--- config.mk ---
export PLATFORM = sky130hd
export DESIGN_NAME = mmio_timer
export DESIGN_NICKNAME = d
export VERILOG_FILES = /design/src/rtl/mmio_timer.sv
export SDC_FILE = /design/constraint.sdc
export NUM_CORES = 1
export LEC_CHECK = 0
export ABC_CLOCK_PERIOD_IN_PS = 3900
export CAP_MARGIN = 25
export CORE_ASPECT_RATIO = 1.75
export CORE_MARGIN = 2
export CORE_UTILIZATION = 30
export DETAILED_ROUTE_END_ITERATION = 10
export PLACE_DENSITY = 0.5
export SYNTH_ARGS = -nofsm -noshare
export SYNTH_HDL_FRONTEND = slang
export SYNTH_SLANG_ARGS = --single-unit
--- constraint.sdc ---
create_clock -name clk -period 3.9 [get_ports clk]
set_input_delay 0.78 -clock clk [delete_from_list [all_inputs] [get_ports clk]]
set_output_delay 0.78 -clock clk [all_outputs]
set_load 0.005 [all_outputs]
--- src/rtl/mmio_timer.sv ---
// rtl/mmio_timer.sv - memory-mapped down-counter with CTRL/PRESET/COUNT and masked IRQ
module mmio_timer #(
  parameter int CNT_WIDTH = 32
) (
  input  logic        clk,
  input  logic        reset,
  input  logic [31:0] Addr,
  input  logic        WE,
  input  logic [31:0] Din,
  output logic [31:0] Dout,
  output logic        IRQ
);

  typedef enum logic [1:0] {S_IDLE, S_LOAD, S_CNT, S_INT} state_t;

  state_t                 state, next_state;
  logic                   en, im, irq_flag;
  logic [1:0]             mode;
  logic [CNT_WIDTH-1:0]   preset, count;
  logic                   ctrl_wr, preset_wr;
  logic                   load_cnt, dec_cnt, set_flag, clr_flag, clr_en;
  logic                   unused_bits;

  assign ctrl_wr     = WE && (Addr[3:2] == 2'd0);
  assign preset_wr   = WE && (Addr[3:2] == 2'd1);
  assign unused_bits = ^{Addr[31:4], Addr[1:0], Din};

  always_ff @(posedge clk or posedge reset) begin
    if (reset) state <= S_IDLE;
    else       state <= next_state;
  end

  // Mode 1 is auto-reload; every other mode value behaves as one-shot.
  always_comb begin
    next_state = state;
    load_cnt   = 1'b0;
    dec_cnt    = 1'b0;
    set_flag   = 1'b0;
    clr_flag   = 1'b0;
    clr_en     = 1'b0;
    case (state)
      S_IDLE: if (en) next_state = S_LOAD;
      S_LOAD: begin
        load_cnt   = 1'b1;
        next_state = S_CNT;
      end
      S_CNT: begin
        if (!en) begin
          next_state = S_IDLE;
        end else if (count == '0) begin
          next_state = S_INT;
          set_flag   = 1'b1;
        end else begin
          dec_cnt = 1'b1;
        end
      end
      default: begin
        if (mode == 2'd1) begin
          clr_flag   = 1'b1;
          next_state = en ? S_LOAD : S_IDLE;
        end else begin
          clr_en     = 1'b1;
          next_state = S_IDLE;
        end
      end
    endcase
  end

  // A bus write to CTRL outranks the one-shot auto-disable and clears a pending flag.
  always_ff @(posedge clk or posedge reset) begin
    if (reset) begin
      en       <= 1'b0;
      mode     <= 2'd0;
      im       <= 1'b0;
      preset   <= '0;
      count    <= '0;
      irq_flag <= 1'b0;
    end else begin
      if (ctrl_wr) begin
        en   <= Din[0];
        mode <= Din[2:1];
        im   <= Din[3];
      end else if (clr_en) begin
        en <= 1'b0;
      end
      if (preset_wr) preset <= Din[CNT_WIDTH-1:0];
      if (load_cnt)     count <= preset;
      else if (dec_cnt) count <= count - CNT_WIDTH'(1);
      if (set_flag)                 irq_flag <= 1'b1;
      else if (ctrl_wr || clr_flag) irq_flag <= 1'b0;
    end
  end

  always_comb begin
    Dout = '0;
    case (Addr[3:2])
      2'd0:    Dout = {28'd0, im, mode, en};
      2'd1:    Dout = 32'(preset);
      2'd2:    Dout = 32'(count);
      default: Dout = '0;
    endcase
  end

  assign IRQ = im & irq_flag;

endmodule

---- Word-level counts from Yosys, hierarchy flattened ----
Index checks and enable logic that the tools add are counted.
word-level totals
  bits in registers ....................... 71
  latch bits .............................. 0
  memory bits (writable) .................. 0
  ROM bits ................................ 0
  bits of input ports ..................... 67
  output and inout bits ................... 33
  logic and storage cells ................. 51
  memories ................................ 0
operators by class
  $add $sub $neg .......................... 1
  $mul .................................... 0
  divide/modulo/power cells ............... 0
  magnitude comparators ................... 0
  equality and inequality tests ........... 7
  shifts and indexed selects .............. 0
  muxes and demuxes ....................... 24
  bitwise gates (word level) .............. 1
  reductions and logical operators ........ 11
operators with widths
  operator                 count
  $pmux W32 S3             1
  $mux W32                 2
  $logic_not A32 Y1        1
  $sub A32 B1 Y32 const B  1
  $mux W1                  17
  $eq A2 B1 Y1 const B     3
  $mux W2                  3
  $pmux W2 S3              1
  $reduce_bool A2 Y1       3
  $eq A2 B2 Y1 const B     2
  $logic_not A2 Y1         2
  $ne A3 B3 Y1 const B     1
  $reduce_or A3 Y1         1
  $logic_and A1 B1 Y1      2
  $ne A2 B2 Y1 const B     1
  $reduce_and A2 Y1        1
  $and A1 B1 Y1            1
  $logic_or A1 B1 Y1       1

---- Depth between registers and ports, before layout ----
Gate-level depths: netlist (run 1).
  depth in word-level cells ............... 6
  mapped depth ............................ 9
  gate-level depth less buffers ........... 7

---- Worst setup path after synthesis (run 1) ----
Ideal clock, no wire load.
  kind .................................... input to output
  from .................................... input port Addr[3]
  to ...................................... output port Dout[5]
  arrival time ............................ 1.955 ns
  required time ........................... 3.120 ns
  setup slack ............................. 1.165 ns
  stages on the path ...................... 5
  path buffers ............................ 3
  path through ............................ clkbuf_1 > nor2b_1 > clkbuf_1 > clkbuf_1 > a22o_2
on the way
  word-level cells in the longest chain between the ends .. 2
  elaborated cells between the ends (all ways) .. 4
  classes of those cells .................. eq/ne: 2; mux: 1; reduce/logical: 1
RTL lines
  element                                     line  source
  start: declaration                          7     input logic [31:0] Addr,
  $eq A2 B2 Y1, or another cell as far along  96    case (Addr[3:2])
  $pmux W32 S3 *                              96
  end: declaration                            10    output logic [31:0] Dout,
Mark *: on every way between the ends. The rest lies on a longest branch, timed or not.

---- Worst setup path after layout (run 1) ----
  from .................................... input port Addr[3]
  to ...................................... output port Dout[28]
Same word-level chain as after synthesis.

==> results of run 1 <==
## cells by family after synthesis
kind of cell / after synthesis / synth area share, %
AOI/OAI and AO/OA: 106 / 20.86
xor gates and xnor gates: 1 / 0.2226
adders and majority gates: 1 / 0.3179
buffers and inverters: 37 / 4.324
DFF: 71 / 45.15
muxes: 39 / 11.03
and+or+nand+nor: 130 / 18.09
## routing by layer
metal,up-vias,global-route usage (%),part of all wire (%)
li1,1597,-,-
met1,1671,18.63,39
met2,64,31.73,56
met3,11,2.518,3.4
met4,0,7.253,1.8
met5,-,0,0
## registers in the layout, summed over array words and instances (netlist names)
signal / count
count: 32
en: 1
im: 1
irq_flag: 1
mode: 2
preset: 32
state: 2
## synthesized netlist by cell type (all sizes together), types with 2 or more instances
cell	instances
inv	8
nor3b	3
o21bai	2
o21ai	20
mux2i	4
clkbuf	19
nor2b	4
a22oi	7
o211ai	7
a31oi	7
a221o	5
nand4	3
a21oi	8
a32oi	3
nand2	34
o311ai	3
o31ai	5
nor4	9
or4	10
a31o	2
a22o	28
and2	4
buf	10
or2	3
nand4b	2
and3	2
dfrtp	71
nand3	11
nor2	18
a211o	2
nor3	11
mux2	35
or3	9
nand3b	3
## report_power, final
group          switching, mW  internal, mW  total [mW]
logic                  0.546         0.563        1.11
registers              0.315         0.974        1.29
clock network          0.333         0.509       0.842
## worst max-delay path: stages
cell,delay (ns)
clkdlybuf4s50_1,0.69
nor2b_2,0.23
buf_4,0.29
a22o_1,0.21
clkdlybuf4s50_1,0.51
## layout make-up
| class | instances | area (um2) | share of cell area (%) |
|---|---|---|---|
| multi-input cells | 277 | 2002 | 38.88 |
| flip-flops and latches | 71 | 1777 | 34.51 |
| repair buffers | 85 | 827.0 | 16.06 |
| clock buffers | 10 | 239.0 | 4.642 |
| well taps | 171 | 214.0 | 4.156 |
| clock inverters | 6 | 60.06 | 1.166 |
| inverters | 8 | 30.03 | 0.5832 |
## worst paths after layout
check / start / endpoint / slack [ns] / depth (start not counted)
min: preset[31]$_DFFE_PP0P_ / count[31]$_DFFE_PP0P_ / 0.52 / 2
max: Addr[3] / Dout[28] / 0.40 / 5
min reg2reg: preset[31]$_DFFE_PP0P_ / count[31]$_DFFE_PP0P_ / 0.52 / 2
min in group asynchronous: reset / preset[6]$_DFFE_PP0P_ / 0.83 / 2
max reg2reg: count[0]$_DFFE_PP0P_ / count[17]$_DFFE_PP0P_ / 0.90 / 9
max in group asynchronous: reset / count[24]$_DFFE_PP0P_ / 2.40 / 3
==> metrics.sh, run 1 <==
START_KIND='primary input'
HTREEDEPTH=3
FIN_UTIL_PCT=40.01
DRIVE_GT1_SHARE_PCT=19.91
TRITONCTS_CLOCK_TREE='done'
ANTENNA-DIODE-COUNT=0
DP_HPWL_MM=7.864
CLOCK.FMAX_MHz=286.1
FIN_WS_NS=0.4048
CORE_AREA_MM2=0.01287
ROUTABILITYCONGESTION=0.8308
FLOORPLAN.ROWS=55
POWER_mW=3.241
SYNTH_EDF_COUNT=0
DETAIL_ROUTE.FIRST_PASS.ITERATIONS=4
COUNT_OF_VIAS_PLACED_BY_THE_DETAILED_ROUTER=3343
CRITICAL_PATH_CLASS='primary input to primary output'
HOLD_SLACK_NS=0.5187
STATIC-LEAKAGE-POWER_nW=2.029
TIGHTEST_SLEW_NS=0.8292
GRT-OVFL-TOTAL=0
FINALHOLDVIOLATIONS=0
RSZ0062_AT_GRT='false'
SYNTH.NET_COUNT=453
SLEW_HEADROOM_PCT=44.72
MAX-VDD-IR-DROP_uV=294.0
SYNTH.TOP_CELLS.BY_AREA='dfrtp_1 (45%), mux2_2 (10%), a22o_1 (6.0%)'
SYN_AREA_MM2=0.003935
HOLD_PATH_CLASS='flop to flop'
SYNTH_SEQUENTIAL_AREA_RATIO_PCT=45.15
FLOORPLAN.INITIALDENSITY_PCT=30.58
YOSYS_MOST_USED_DFF='dfrtp_1'
SYNTH.YOSYS.WARNINGS=0
DIE_H_UM=155.5
INITIALDRTVIOLATIONCOUNT=180
LAYOUT_COMMON_CELLS='dfrtp_1 (71), clkdlybuf4s50_1 (69), mux2_2 (35)'
WIRELENGTH_MM=11.46
SYNTH_CELL_TYPES=58
MIN_PERIOD_NS=3.495
NETLIST.TOP_CELL.BY_AREA='dfrtp_1'
POST_DRT_WL_PER_CELL_UM=18.25
SETUP_VIOL=0
ASR_FLOP_RATIO_SYNTH_PCT=100.0
PLACEMENT.SETUP.WORST_SLACK_NS=0.3748
FP.DIEW_UM=90.58
CLKLATENCYLATEPIN_NS=0.35
FIRST_GLOBAL_VIAS=3500
SLEW_VIOL_FINAL=0
CTS_ROOT_CELL='clkbuf_16'
MOSTFREQUENTLAYOUTCELL='dfrtp_1'
FIN_CELLS=628
CLKTRANSATPATHREGS_NS=0.06
FINAL.SETUP_SKEW_NS=0.004730
FINAL_MIN_PERIOD_OVER_CLOCK_PERIOD_PCT=89.62
CP.ARRIVAL_NS=2.72
SYN_TO_FINAL_GROWTH_PCT=30.84
SYNTH_SEQ_CELLS=71
TIMING.SETUP.TNS_NS=0
TRITONCTS_NUM_SINKS=71
BUFFER_PORTS.INSERTED=69
CTS_INSERTED_BUFFERS=9
FINAL_NET_COUNT=520
CLK_PATH_BUF_DEPTH=2
TIMING.MAX_CAP.VIOLATIONS=0
VIAS_PER_CELL=5.323
POST-ROUTE-CELL-AREA_MM2=0.005149
RESULT_OF_THE_RUN='finished, final reports clean'
GRT_FIRST_PASS_WIRELENGTH_MM=18.55
NFILLCELLS=1295
CTSRESIZECOUNT=0
DPL-INSTANCE-AREA_MM2=0.004838
DIE_AREA_MM2=0.01408
END_KIND='primary output'
CTS_HOLD_BUFFERS=0
POWER_DENSITY_mW_PER_MM2=629.4
GLOBAL_ROUTE.USAGE.TOTAL_PCT=16.88
CP.REQUIRED_NS=3.12
DP_CELLS=611
SYNTHESIS.INSTANCES=385
POST_DRT_ANTENNA_NETS=0
CRITICAL_PATH_PEAK_FANOUT=21
CTS_SETUP_BUFFERS=0
GRT_ANTENNA_BEFORE_REPAIR=0
AVGSYNTHCELLAREA_UM2=10.22
IO_PINS=100
YOSYSTOPAREACELLSHARE_PCT=45.15
MAXIMUM_NUMBER_OF_PINS_ON_ONE_NET_BEFORE_GLOBAL_ROUTE_REPAIR=45
DRT_DRC_VIOLATIONS_LEFT=0
Note: power is estimated with default switching activity, not from simulation.
==> inputs of run 2 (changes only) <==
CORE_UTILIZATION = 53   (was 30)
PLACE_DENSITY = 0.83   (was 0.5)
SETUP_SLACK_MARGIN = 0.3   (was not set)
==> metrics.sh, run 2 (synthesis results as in run 1) <==
TRITONCTS_NUM_SINKS=71
CLK_PATH_BUF_DEPTH=2
POWER_DENSITY_mW_PER_MM2=681.4
VIAS_PER_CELL=6.420
FLOORPLAN.ROWS=41
STATIC-LEAKAGE-POWER_nW=2.047
REG_TOP3='count (32), preset (32)'
BUFFER_PORTS.INSERTED=69
GRT-OVFL-TOTAL=0
DRIVE_GT1_SHARE_PCT=18.81
DPL-INSTANCE-AREA_MM2=0.004683
CTS_ROOT_CELL='clkbuf_16'
MAX-VDD-IR-DROP_uV=420.5
GRT_ANTENNA_BEFORE_REPAIR=0
HOLD_PATH_CLASS='flop to flop'
FLOORPLAN.INITIALDENSITY_PCT=54.79
FINAL_NET_COUNT=515
TIMING.SETUP.TNS_NS=0
CRITICAL_PATH_CLASS='primary input to primary output'
COUNT_OF_VIAS_PLACED_BY_THE_DETAILED_ROUTER=3454
END_KIND='primary output'
HTREEDEPTH=3
CP.ARRIVAL_NS=2.74
TIGHTEST_SLEW_NS=0.9664
GLOBAL_ROUTE.USAGE.TOTAL_PCT=26.43
SLEW_VIOL_FINAL=0
CPMAXSTAGEDELAYCELL='clkdlybuf4s50_1'
POST_DRT_WL_PER_CELL_UM=19.01
MIN_PERIOD_NS=3.523
NFILLCELLS=536
DRT_DRC_VIOLATIONS_LEFT=0
MOSTFREQUENTLAYOUTCELL='dfrtp_1'
WIRELENGTH_MM=10.23
CRITICAL_PATH_PEAK_FANOUT=23
SLEW_HEADROOM_PCT=34.67
IO_PINS=100
CLKTRANSATPATHREGS_NS=0.05
CLKLATENCYLATEPIN_NS=0.34
CTS_INSERTED_BUFFERS=9
FINAL_MIN_PERIOD_OVER_CLOCK_PERIOD_PCT=90.34
CTS_HOLD_BUFFERS=0
MAXIMUM_NUMBER_OF_PINS_ON_ONE_NET_BEFORE_GLOBAL_ROUTE_REPAIR=33
SETUP_VIOL=0
START_KIND='primary input'
CTSRESIZECOUNT=0
TIMING.MAX_CAP.VIOLATIONS=0
GRT_FIRST_PASS_WIRELENGTH_MM=17.31
CLOCK.FMAX_MHz=283.8
FP.DIEW_UM=69.14
DP_HPWL_MM=6.901
ANTENNA-DIODE-COUNT=0
POST-ROUTE-CELL-AREA_MM2=0.005077
WORST_PATH_LARGEST_CELL_DELAY_NS=0.71
CP.REQUIRED_NS=3.12
ROUTABILITYCONGESTION=0.8799
CORE_AREA_MM2=0.007182
RESULT_OF_THE_RUN='finished, final reports clean'
DETAIL_ROUTE.FIRST_PASS.ITERATIONS=4
INITIALDRTVIOLATIONCOUNT=339
DIE_H_UM=118.0
RSZ0062_AT_GRT='false'
DIE_AREA_MM2=0.008157
POWER_mW=3.460
WORST_PATH_MOST_REPEATED_CELL='clkdlybuf4s50_1'
FINAL.SETUP_SKEW_NS=0.006588
FIN_UTIL_PCT=70.70
FIRST_GLOBAL_VIAS=3598
SYN_TO_FINAL_GROWTH_PCT=29.03
TRITONCTS_CLOCK_TREE='done'
CRITICAL_PATH.CELL_CHAIN='clkdlybuf4s50_1, nor2b_2, buf_4, a22o_1, clkdlybuf4s50_1'
LAYOUT_COMMON_CELLS='dfrtp_1 (71), clkdlybuf4s50_1 (69), mux2_2 (35)'
FINALHOLDVIOLATIONS=0
POST_DRT_ANTENNA_NETS=0
CTS_SETUP_BUFFERS=0
[run 2: worst paths after layout]
kind | start | end | slack [ns] | cells past startpoint
worst max-delay path | Addr[3] | Dout[21] | 0.38 | 5
max in group asynchronous | reset | preset[17]$_DFFE_PP0P_ | 2.28 | 3
min in group asynchronous | reset | preset[3]$_DFFE_PP0P_ | 0.82 | 2
worst min-delay path | mode[0]$_DFFE_PP0P_ | mode[0]$_DFFE_PP0P_ | 0.53 | 1
worst max register to register | count[0]$_DFFE_PP0P_ | count[17]$_DFFE_PP0P_ | 0.80 | 8
worst min register to register | mode[0]$_DFFE_PP0P_ | mode[0]$_DFFE_PP0P_ | 0.53 | 1
[run 2: cell type report]
cell class                 instances  area (um2)  area share (%)
tap                               86       107.6           2.119
timing repair buffer              80       773.2           15.23
multi-input combinational        277        1996           39.30
clock buffer                      10       239.0           4.707
inverter                           8       30.03          0.5914
clock inverter                     6       155.1           3.056
sequential                        71        1777           34.99
[run 2: through the flow]
| stage | setup slack [ns] | cells | hold slack [ns] |
|---|---|---|---|
| 4_1_cts | 0.3808 | 538 | 0.5314 |
| 5_1_grt | 0.3203 | 538 | 0.5524 |
| 3_3_place_gp | 0.4138 | 522 | 0.4986 |
| 6_report | 0.3767 | 538 | 0.5285 |
| 2_1_floorplan | 1.165 | 385 | 0.4757 |
| 3_5_place_dp | 0.4070 | 522 | 0.5148 |
[run 2: power breakdown]
part | switching [mW] | leakage [nW] | internal (mW)
clock | 0.310 | 0.193 | 0.770
sequential | 0.314 | 0.863 | 0.974
combinational | 0.544 | 0.991 | 0.548
total | 1.17 | 2.05 | 2.29
[run 2: layer usage]
layer | global-route usage, % | part of all wire (%) | vias to the layer above
met3 | 5.565 | 5.7 | 37
met4 | 14.22 | 3.8 | 0
li1 | - | - | 1590
met2 | 45.73 | 54 | 137
met1 | 29.97 | 36 | 1690
met5 | 0 | 0 | -
[run 2: worst max-delay path, delay by kind of cell]
kind                   cells  cell delay [ns]
AOI/OAI and AO/OA          1             0.20
buffers and inverters      3             1.52
and+or+nand+nor            1             0.24
==> inputs of run 3 (changes only) <==
SLEW_MARGIN = 20   (was not set)
==> results of run 3 <==
Same layout as run 2: the final DEF is identical, and so are final timing and power.
==> patch 1 (flow settings as in run 3) <==
Add an input register stage for `Addr`, `WE` and `Din`, with the module's reset; this delays them by one clock.
--- a/src/rtl/mmio_timer.sv
+++ b/src/rtl/mmio_timer.sv
@@ -13,6 +13,22 @@
 
   typedef enum logic [1:0] {S_IDLE, S_LOAD, S_CNT, S_INT} state_t;
 
+  logic [31:0] Addr_q;
+  logic WE_q;
+  logic [31:0] Din_q;
+
+  always_ff @(posedge clk or posedge reset) begin
+    if (reset) begin
+      Addr_q <= '0;
+      WE_q   <= '0;
+      Din_q  <= '0;
+    end else begin
+      Addr_q <= Addr;
+      WE_q   <= WE;
+      Din_q  <= Din;
+    end
+  end
+
   state_t                 state, next_state;
   logic                   en, im, irq_flag;
   logic [1:0]             mode;
@@ -21,9 +37,9 @@
   logic                   load_cnt, dec_cnt, set_flag, clr_flag, clr_en;
   logic                   unused_bits;
 
-  assign ctrl_wr     = WE && (Addr[3:2] == 2'd0);
-  assign preset_wr   = WE && (Addr[3:2] == 2'd1);
-  assign unused_bits = ^{Addr[31:4], Addr[1:0], Din};
+  assign ctrl_wr     = WE_q && (Addr_q[3:2] == 2'd0);
+  assign preset_wr   = WE_q && (Addr_q[3:2] == 2'd1);
+  assign unused_bits = ^{Addr_q[31:4], Addr_q[1:0], Din_q};
 
   always_ff @(posedge clk or posedge reset) begin
     if (reset) state <= S_IDLE;
@@ -77,13 +93,13 @@
       irq_flag <= 1'b0;
     end else begin
       if (ctrl_wr) begin
-        en   <= Din[0];
-        mode <= Din[2:1];
-        im   <= Din[3];
+        en   <= Din_q[0];
+        mode <= Din_q[2:1];
+        im   <= Din_q[3];
       end else if (clr_en) begin
         en <= 1'b0;
       end
-      if (preset_wr) preset <= Din[CNT_WIDTH-1:0];
+      if (preset_wr) preset <= Din_q[CNT_WIDTH-1:0];
       if (load_cnt)     count <= preset;
       else if (dec_cnt) count <= count - CNT_WIDTH'(1);
       if (set_flag)                 irq_flag <= 1'b1;
@@ -93,7 +109,7 @@
 
   always_comb begin
     Dout = '0;
-    case (Addr[3:2])
+    case (Addr_q[3:2])
       2'd0:    Dout = {28'd0, im, mode, en};
       2'd1:    Dout = 32'(preset);
       2'd2:    Dout = 32'(count);
Behaviour: not the same (Yosys sat finds a counterexample within 4 cycles, from zero or initial values and one cycle with reset high).
==> patch 1 against run 3 <==
  * Cell area up 15%
  * Sequential cell count is 35 higher
  * Synthesized area grew 22%
  * Setup slack improved by 0.15 ns
  * Routed wire length grew 10%
  * Sequential power increased by 29%
  * Maximum frequency up 4.5%
  * Total power increased by 4.7%
  * Critical path type is now reg -> out
  * Highest routed layer unchanged
==> patch 1: results (changes against run 3) <==
| Metric | Value |
|---|---|
| Net load switching power | `1.29 mW (was 1.17 mW)` |
| Run status | `finished, final reports clean (unchanged)` |
| RR Endpoint | `count[29]$_DFFE_PP0P_ (was count[17]$_DFFE_PP0P_)` |
| Post-detailed-placement cell area | `5580 um^2 (was 4680 um^2)` |
| Placed wire-length estimate | `7610 um (was 6900 um)` |
| Number of DRC markers in iteration 0 | `292 (was 339)` |
| Global Route Usage Sum | `23.5% (was 26.4%)` |
| Worst ir drop on vdd | `0.379 mV (was 0.421 mV)` |
| First-pass GRT wire length | `18200 um (was 17300 um)` |
| Largest driver fanout on the critical path | `16 (was 23)` |
| Post-DR vias/cell | `6.08 (was 6.42)` |
| Total iterations of the first detailed-routing run | `5 (was 4)` |
| Leak Pwr | `2.39 nW (was 2.05 nW)` |
| TritonCTS buffer count | `9 (unchanged)` |
| Worst setup timing slack at the placement stage | `0.900 ns (was 0.407 ns)` |
| Worst reg-to-reg setup slack | `0.83 ns (was 0.80 ns)` |
| Post-Place Cells | `587 (was 522)` |
| Gate count after technology mapping | `414 (was 385)` |
| Asr flop ratio synth | `100% (unchanged)` |
| Net count of the mapped netlist | `482 (was 453)` |
| Top post-synthesis cells by count | `dfrtp_1, nand2_1, mux2_2 (was dfrtp_1, mux2_2, nand2_1)` |
| Delay of the slowest critical-path stage | `0.65 ns (was 0.71 ns)` |
| Data arrival time of the worst path | `2.59 ns (was 2.74 ns)` |
| Worst Hold End | `preset[30]$_DFFE_PP0P_ (was mode[0]$_DFFE_PP0P_)` |
| Worst hold slack after final layout | `0.471 ns (was 0.528 ns)` |
| Main area contributors after synthesis | `dfrtp_1, mux2_2, a22o_1, nand2_1, o21ai_0 (unchanged)` |
| Sequential element share of the synthesized area | `55.2% (was 45.2%)` |
| Slowest cell on the critical path | `nor2b_2 (was clkdlybuf4s50_1)` |
| Via count of the first global-routing pass | `3654 (was 3598)` |
| Fin nets | `546 (was 515)` |
| Clock tree skew after final layout | `0.00815 ns (was 0.00659 ns)` |
| Largest regs | `Din_q x32, count x32, preset x32 (was count x32, preset x32)` |
| Total wirelength of the detailed-routed design | `11300 um (was 10200 um)` |
| Minimum clock period after layout | `3.37 ns (was 3.52 ns)` |
| Number of distinct library cell variants in the gate-level netlist after synthesis | `63 (was 58)` |
| Average routed wire per standard cell | `18.7 um (was 19.0 um)` |
| Share of cells above drive strength 1 | `17.0% (was 18.8%)` |
| Worst relative slew slack | `47.3% (was 34.7%)` |
| Clock slew at the register clock pins of the worst setup and hold paths | `0.07 ns (was 0.05 ns)` |
| Placer's final routability congestion estimate | `0.904 (was 0.880)` |
## patch 1: how the worst max path moves through the flow
stage,from,to,depth (start not counted)
after floorplan,reset,Addr_q[2]$_DFF_PP0_,1
after global placement,count[0]$_DFFE_PP0P_,count[13]$_DFFE_PP0P_,8
after detailed placement,count[0]$_DFFE_PP0P_,count[11]$_DFFE_PP0P_,8
after CTS,Addr_q[3]$_DFF_PP0_,Dout[11],4
after global routing,Addr_q[3]$_DFF_PP0_,Dout[12],4
final,Addr_q[3]$_DFF_PP0_,Dout[11],4
## patch 1: kinds of logic after synthesis
kind of cell,after synthesis,synth area share (%)
buf+inv,32,3.62
fa+ha+maj,1,0.260
xor+xnor,3,0.547
simple gates,129,14.7
mux,38,8.80
compound gates,105,16.9
flops,106,55.2
## patch 1: cell type report
| class | instances | area, um^2 |
|---|---|---|
| Clock buffer | 10 | 229 |
| Multi-Input combinational cell | 276 | 1980 |
| Timing Repair Buffer | 76 | 756 |
| Sequential cell | 106 | 2650 |
| Clock inverter | 6 | 42.5 |
| Fill cell | 693 | 3070 |
| Inverter | 9 | 36.3 |
| Tap cell | 120 | 150 |
## patch 1: power groups by stage
stage	Sequential [mW]	Clock, mW	Combinational (mW)
after floorplan	1.57	0	0.817
after CTS	1.66	0.846	1.12
after global routing	1.70	0.885	1.23
final	1.66	0.835	1.12
after global placement	1.66	0	1.08
after detailed placement	1.67	0	1.11
## patch 1: metal layers
metal	wire length (um)	GRT usage (%)
met5	0	0
met4	165	8.13
met3	458	3.67
met2	6310	44.9
met1	4360	26.6
==> patch 2 (settings of run 3) <==
Made on the original files. `CNT_WIDTH`: 32 -> 16.
--- a/src/rtl/mmio_timer.sv
+++ b/src/rtl/mmio_timer.sv
@@ -1,6 +1,6 @@
 // rtl/mmio_timer.sv - memory-mapped down-counter with CTRL/PRESET/COUNT and masked IRQ
 module mmio_timer #(
-  parameter int CNT_WIDTH = 32
+  parameter int CNT_WIDTH = 16
 ) (
   input  logic        clk,
   input  logic        reset,
Check against the original RTL: not equivalent (a bounded check fails within 4 cycles, from zero or initial values and one cycle with reset high).
==> patch 2 against run 3 <==
  * Register-to-register slack better by 0.83 ns
  * Setup slack better by 0.18 ns
  * Routed wire length down 49%
  * Total power down 54%
  * Combinational power down 54%
  * Cell area down 46%
  * Sequential share of layout area up 0.85 points
  * Hold slack worse by 0.047 ns
  * Sequential cell count down 32
  * Clock skew up 0.0046 ns
  * Synthesized area down 43%
  * Critical path depth unchanged
  * Largest cell class unchanged
==> patch 2: results (changes against run 3) <==
| Metric | Value |
|---|---|
| Source of the worst hold timing path | `irq_flag$_DFFE_PP0P_ (was mode[0]$_DFFE_PP0P_)` |
| Post-Place Cells | `303 (was 522)` |
| Fin nets | `329 (was 515)` |
| Portion of total power attributed to sequential cells | `43.4% (was 37.2%)` |
| Worst-skew pair later-pin latency | `0.30 ns (was 0.34 ns)` |
| Routing usage on met2 | `39.6% (was 45.7%)` |
| Run status | `finished, final reports clean (unchanged)` |
| Mean Syn Cell Area | `10.0 um^2 (was 10.2 um^2)` |
| Share of cells above drive strength 1 | `13.7% (was 18.8%)` |
| Clock slew at the register clock pins of the worst setup and hold paths | `0.09 ns (was 0.05 ns)` |
| Clock tree skew after final layout | `0.0112 ns (was 0.00659 ns)` |
| Depth of the most critical reg-to-reg path | `6 (was 8)` |
| Met1 GRT Util | `28.7% (was 30.0%)` |
| RR Endpoint | `count[14]$_DFFE_PP0P_ (was count[17]$_DFFE_PP0P_)` |
| Minimum clock period after layout | `3.35 ns (was 3.52 ns)` |
| Top post-synthesis cells by count | `dfrtp_1, mux2_2, nand2_1 (unchanged)` |
| Average routed wire per standard cell | `16.6 um (was 19.0 um)` |
| Post-DR vias/cell | `6.05 (was 6.42)` |
| Met3 track utilization from global routing | `3.99% (was 5.57%)` |
| Leak Pwr | `1.10 nW (was 2.05 nW)` |
| Sum of met3 wire segment lengths after detailed routing | `283 um (was 579 um)` |
| Worst Hold End | `irq_flag$_DFFE_PP0P_ (was mode[0]$_DFFE_PP0P_)` |
| Deepest level of the CTS H-tree | `2 (was 3)` |
| Sequential element share of the synthesized area | `43.6% (was 45.2%)` |
| Master cell of the clock root buffer | `clkbuf_8 (was clkbuf_16)` |
| Number of DRC markers in iteration 0 | `52 (was 339)` |
| Fill cell count | `345 (was 536)` |
| Share of total power in the clock network | `25.4% (was 31.2%)` |
| Transition time of the tightest slew-check pin | `0.825 ns (was 0.966 ns)` |
| Placer's final routability congestion estimate | `0.838 (was 0.880)` |
| TritonCTS buffer count | `5 (was 9)` |
| Data arrival time of the worst path | `2.57 ns (was 2.74 ns)` |
==> patch 2: worst min-delay path, cell delays in order, from the launching register on <==
cell,delay [ns]
dfrtp_1,0.35
nand2_1,0.04
o21ai_0,0.06
==> patch 2: logic make-up after synthesis <==
kind of cell,count (synthesis),synth area share [%]
DFF,39,43.6
muxes,23,11.3
AOI/OAI and AO/OA,55,17.4
buffers and inverters,30,8.16
and+or+nand+nor,75,18.8
adders and majority gates,1,0.559
other,1,0.167
==> patch 2: through the flow <==
step	cell area (um^2)	total power, mW
floorplan	2300	1.02
global placement	2590	1.17
detailed placement	2590	1.19
CTS	2720	1.61
global route	2720	1.71
finish	2720	1.60
==> patch 2: final cells by class <==
| class | count | area share (%) |
|---|---|---|
| flip-flops and latches | 39 | 35.8 |
| clock buffers | 5 | 2.53 |
| repair buffers | 40 | 14.4 |
| multi-input cells | 170 | 41.8 |
| inverters | 5 | 0.689 |
| well taps | 49 | 2.25 |
| clock inverters | 3 | 2.48 |
